--- src/rtl/scan_select_gen.sv ---
// scan_select_gen: round-robin select/enable sequencer for a 2-to-4 decoder.
// Each visited slot is BLANK cycles of enable=0 followed by PRESCALE cycles
// of enable=1. Slots whose mask bit is clear are skipped.
module scan_select_gen #(
    parameter int PRESCALE = 4,  // 1..255
    parameter int BLANK    = 1   // 0..255
) (
    input  logic       clk,
    input  logic       rst_n,
    input  logic       run,
    input  logic [3:0] mask,
    output logic [1:0] a,
    output logic       enable,
    output logic       frame_done
);

    typedef enum logic [1:0] {S_IDLE, S_BLANK, S_ACTIVE} state_t;

    localparam logic [7:0] LP_PRE_LAST   = 8'(PRESCALE - 1);
    localparam logic [7:0] LP_BLANK_LAST = 8'((BLANK == 0) ? 0 : BLANK - 1);
    // With no blanking every slot starts directly in ACTIVE.
    localparam state_t     LP_START      = (BLANK == 0) ? S_ACTIVE : S_BLANK;

    state_t     r_state, w_state_nxt;
    logic [7:0] r_cnt, w_cnt_nxt;
    logic [1:0] r_a, w_a_nxt;
    logic       r_enable;
    logic       r_frame_done, w_fd_nxt;
    logic [1:0] w_first;
    logic [1:0] w_next;
    logic       w_wrap;

    // Lowest set index of mask (restart point after IDLE).
    always_comb begin
        w_first = 2'd0;
        for (int i = 3; i >= 0; i--) begin
            if (mask[i]) w_first = 2'(i);
        end
    end

    // Next set index strictly after r_a, searching upward modulo 4.
    // Descending loop so the smallest offset wins; falls back to r_a for a
    // single-bit mask.
    always_comb begin
        w_next = r_a;
        for (int i = 3; i >= 1; i--) begin
            if (mask[r_a + 2'(i)]) w_next = r_a + 2'(i);
        end
        w_wrap = (w_next <= r_a);
    end

    // Next-state, dwell counter, slot select and frame pulse.
    always_comb begin
        w_state_nxt = r_state;
        w_cnt_nxt   = r_cnt;
        w_a_nxt     = r_a;
        w_fd_nxt    = 1'b0;
        if (!run) begin
            // Stop wins over everything; a is held.
            w_state_nxt = S_IDLE;
            w_cnt_nxt   = 8'd0;
        end else begin
            case (r_state)
                S_IDLE: begin
                    if (mask != 4'd0) begin
                        w_a_nxt     = w_first;
                        w_state_nxt = LP_START;
                        w_cnt_nxt   = 8'd0;
                    end
                end
                S_BLANK: begin
                    if (r_cnt == LP_BLANK_LAST) begin
                        w_state_nxt = S_ACTIVE;
                        w_cnt_nxt   = 8'd0;
                    end else begin
                        w_cnt_nxt = r_cnt + 8'd1;
                    end
                end
                S_ACTIVE: begin
                    if (r_cnt == LP_PRE_LAST) begin
                        // Slot boundary: mask is only looked at here.
                        w_cnt_nxt = 8'd0;
                        if (mask == 4'd0) begin
                            w_state_nxt = S_IDLE;
                        end else begin
                            w_a_nxt     = w_next;
                            w_fd_nxt    = w_wrap;
                            w_state_nxt = LP_START;
                        end
                    end else begin
                        w_cnt_nxt = r_cnt + 8'd1;
                    end
                end
                default: begin
                    w_state_nxt = S_IDLE;
                    w_cnt_nxt   = 8'd0;
                end
            endcase
        end
    end

    // State and registered outputs; enable is decoded from the next state so
    // it is a clean flop output aligned with ACTIVE.
    always_ff @(posedge clk or negedge rst_n) begin
        if (!rst_n) begin
            r_state      <= S_IDLE;
            r_cnt        <= 8'd0;
            r_a          <= 2'd0;
            r_enable     <= 1'b0;
            r_frame_done <= 1'b0;
        end else begin
            r_state      <= w_state_nxt;
            r_cnt        <= w_cnt_nxt;
            r_a          <= w_a_nxt;
            r_enable     <= (w_state_nxt == S_ACTIVE);
            r_frame_done <= w_fd_nxt;
        end
    end

    assign a          = r_a;
    assign enable     = r_enable;
    assign frame_done = r_frame_done;

endmodule

--- config.mk ---
export PLATFORM = sky130hd
export DESIGN_NAME = scan_select_gen
export DESIGN_NICKNAME = d
export VERILOG_FILES = /design/src/rtl/scan_select_gen.sv
export SDC_FILE = /design/constraint.sdc
export NUM_CORES = 1
export LEC_CHECK = 0
export BUFFER_PORTS_ARGS = -buffer_cell sky130_fd_sc_hd__buf_4
export CORE_UTILIZATION = 55
export DETAILED_ROUTE_END_ITERATION = 10
export GPL_TIMING_DRIVEN = 0
export MAX_ROUTING_LAYER = met4
export PLACE_DENSITY = 0.75
export SLEW_MARGIN = 20
export SYNTH_ARGS = -nofsm -noshare
export SYNTH_HDL_FRONTEND = slang
export SYNTH_SLANG_ARGS = --single-unit
--- constraint.sdc ---
create_clock -name clk -period 2.7 [get_ports clk]
set_input_delay 0.27 -clock clk [delete_from_list [all_inputs] [get_ports clk]]
set_output_delay 0.27 -clock clk [all_outputs]
set_load 0.1 [all_outputs]
==> summary.md <==
| Metric | Value |
|---|---|
| DP Cell Count | `approximately 150` |
| CTS Hold Bufs | `1` |
| CTS clk-pin slew, worst paths | `90 ps` |
| Endpoint class of the critical path | `flop` |
| Diodes inserted | `0` |
| Grt total ovfl | `0` |
| Logic pwr share | `0.328` |
| Post-Synthesis Mean Instance Area | `approximately 9.0 sq um` |
| Synth area leader | `dfrtp_1` |
| CTS Buffer Depth | `2` |
| Ranking of synthesized cells by area | `dfrtp_1 (34%), ha_1 (9.8%), inv_1 (3.7%), nor2b_1 (3.7%), a21oi_1 (3.4%)` |
| HPWL Detailed | `around 1600 um` |
| WP data required | `~2900 ps` |
| Status | `complete, no violations` |
| Layout area overhead | `15.0%` |
| Slew Viols, Final | `0` |
| Layout net count | `145` |
| ANT nets after route | `0` |
| DR vias/cell | `just under 6` |
| Starting density of the core | `0.591` |
| Post-CTS Setup Inserts | `0` |
| Internal power | `0.365 mW` |
| WL/cell | `14.0 um` |
| Total Power | `around 0.58 mW` |
| Drt first pass iters | `4` |
| First-pass GRT wire length | `between 3000 and 4000 um` |
| Critical Path Max Stage Delay | `between 400 and 500 ps` |
| Clock Skew | `about 4.6 ps` |
| Row cnt | `15` |
| RSZ-0062 raised after global routing | `false` |
| Io pins | `11` |
| Hold path depth | `3` |
| P per Cell Area | `roughly 490 nW/um^2` |
| Clock Sinks | `14` |
| Peak VDD IR | `approximately 0.41 mV` |
| Fin. Hold Viols | `0` |
| Achievable frequency | `516 MHz` |
| CP delay by family, top | `simple AND/OR/NAND/NOR gates` |
| Post-CTS resize count | `0` |
| Sw frac | `0.367` |
| Remaining DRCs | `0` |
| Syn Nets | `~130` |
| Synthesized cell area | `just over 1000 sq um` |
| Die height | `about 45 um` |
| TritonCTS clock tree | `done` |
| Clock power share | `0.264` |
| Cts bufs inserted | `3` |
| Later-pin clock latency in the skew report | `280 ps` |
| Fin crit share | `0.718` |
| Register share of total power | `0.407` |
| YS warnings | `0` |
| Worst-path cell chain | `nor4_2 -> nand3_1 -> a2bb2oi_4 -> nor2_2 -> a22o_1` |
| Die width | `45.1 um` |
| Critical Path Fanout Max | `10` |
| Routability cong. | `between 0.8 and 0.9` |
| Crit Path Class | `reg2reg` |
| Synth cell types | `35` |
| Largest net degree at the start of global routing | `15` |
| Die Footprint | `2030 sq um` |
| Leak | `~0.54 nW` |
| Mapped Cells | `114` |
| Yosys top cell area share | `0.343` |
| Worst relative slew slack | `0.734` |
| Final min period | `1940 ps` |
| Ratio of cells with drive above 1 in the final layout | `0.163` |
| Starting DRT DRC Count | `17` |
| Sw Pwr | `~0.21 mW` |
| Synthesized flop and latch total | `14` |
| Root buffer cell | `clkbuf_4` |
| Vias | `~920` |
| H-tree Lvls | `1` |
| # Max-Cap Violations | `0` |
| Hold crit path type | `in2reg` |
| Critical path depth in cells | `5` |
| Slowest CP cell | `dfrtp_1` |
| Critical path arrival | `roughly 2100 ps` |
| Total GRT Usage | `0.262` |
| Slew @ Worst Pin | `between 300 and 400 ps` |
| CP bufs+invs | `0` |
| Initial antenna violation count | `0` |
| Final wirelength | `roughly 2200 um` |
| R2R cell count | `5` |
| Fillers | `141` |
| CORE AREA | `approximately 1700 sq um` |
| Vias in the first global route | `roughly 850` |
| Setup violators final | `0` |
| Fin Setup TNS | `0 ps` |
| Finished Layout Cells | `approximately 150` |
| CP startpoint kind | `flop` |
| # port buffers | `10` |
| Sequential share of the synthesized area | `0.343` |
-- final timing paths --
kind | startpoint | endpoint | slack, ps
hold / removal | run | r_cnt[1] | 290
max in group asynchronous | rst_n | r_state[0] | 2160
setup / recovery | r_cnt[5] | r_cnt[2] | 760
min in group asynchronous | rst_n | a[1] | 360
hold reg to reg | r_cnt[7] | r_cnt[7] | 560
setup reg to reg | r_cnt[5] | r_cnt[2] | 760
-- routing by layer --
layer | global-route usage | vias to the layer above | wire, um
li1 | - | 450 | -
met1 | 0.327 | 438 | 1030
met2 | 0.426 | 25 | 1010
met3 | 0.0360 | 4 | 74
met4 | 0.109 | 0 | 42
met5 | - | - | 0
-- worst reg2reg max path, stage by stage (launching register included) --
cell       delay, ps
dfrtp_1          460
nor4_2           350
nand3_1          280
a2bb2oi_4        370
nor2_2           130
a22o_1           250
-- layout by cell type, fill, tap and decap left out, drive strengths merged --
cell type / count
dfrtp: 14
buf: 11
inv: 10
nand2: 9
o21ai: 9
ha: 8
a21oi: 7
nand3: 6
nor2b: 6
and3: 5
a22o: 4
nor2: 4
nor3: 4
clkbuf: 4
nor4: 4
nand2b: 3
and2: 3
nor4b: 2
o31ai: 2
o211ai: 2
a32o: 1
mux2i: 1
a222oi: 1
a221oi: 1
a211oi: 1
a2bb2oi: 1
and4: 1
a21o: 1
o41ai: 1
a31o: 1
o21a: 1
dlygate4sd3: 1
-- Yosys cell counts --
master / count
dfrtp_1: 14
inv_1: 10
nand2_1: 9
ha_1: 8
a21oi_1: 7
nand3_1: 6
nor2b_1: 6
o21ai_1: 5
a22o_1: 4
and3_1: 4
o21ai_0: 4
and2_1: 3
nand2b_1: 3
nor2_1: 3
nor3_1: 3
nor4_1: 2
nor4_2: 2
nor4b_1: 2
o211ai_1: 2
o31ai_1: 2
a211oi_1: 1
a21o_1: 1
a221oi_1: 1
a222oi_1: 1
a2bb2oi_4: 1
a31o_1: 1
a32o_1: 1
and3_2: 1
and4_1: 1
buf_2: 1
mux2i_1: 1
nor2_2: 1
nor3_2: 1
o21a_1: 1
o41ai_1: 1
-- stage by stage --
stage / cell area, sq um / utilization / setup WS (ps) / hold slack, ps
after floorplan: 1020 / - / 492 / -25.6
after global placement: 1130 / 0.653 / 845 / 132
after detailed placement: 1130 / 0.653 / 791 / 132
after CTS: 1170 / 0.680 / 766 / 283
after global routing: 1170 / 0.680 / 558 / 291
final: 1170 / 0.680 / 762 / 285
-- logic make-up after synthesis --
family                   Yosys count  share of synthesized area
buffers and inverters             11                     0.0417
adder cells (fa/ha/maj)            8                     0.0980
flip-flops                        14                      0.343
multiplexers                       1                    0.00980
AO/OA/AOI/OAI                     33                      0.235
AND/OR/NAND/NOR                   47                      0.272
-- power by group through the flow --
| stage | Combinational (mW) | Clock, mW | Sequential (mW) |
|---|---|---|---|
| final | 0.189 | 0.153 | 0.235 |
| after global routing | 0.207 | 0.162 | 0.238 |
| after floorplan | 0.0883 | 0 | 0.290 |
| after CTS | 0.190 | 0.155 | 0.235 |
| after detailed placement | 0.188 | 0 | 0.239 |
| after global placement | 0.185 | 0 | 0.238 |
-- cell type report --
type                       instances  area (sq um)  share of cell area
buffer                             1          5.00             0.00426
clock buffer                       4          36.3              0.0309
inverter                          10          37.5              0.0320
multi-input combinational         89           628               0.535
sequential                        14           350               0.299
tap                               25          31.3              0.0267
timing repair buffer              11          85.1              0.0725
-- sequential cells by signal, summed over array words and instances, names as in the netlist --
signal / count
a: 2
enable: 1
frame_done: 1
r_cnt: 8
r_state: 2
(Power assumes the default switching activity.)
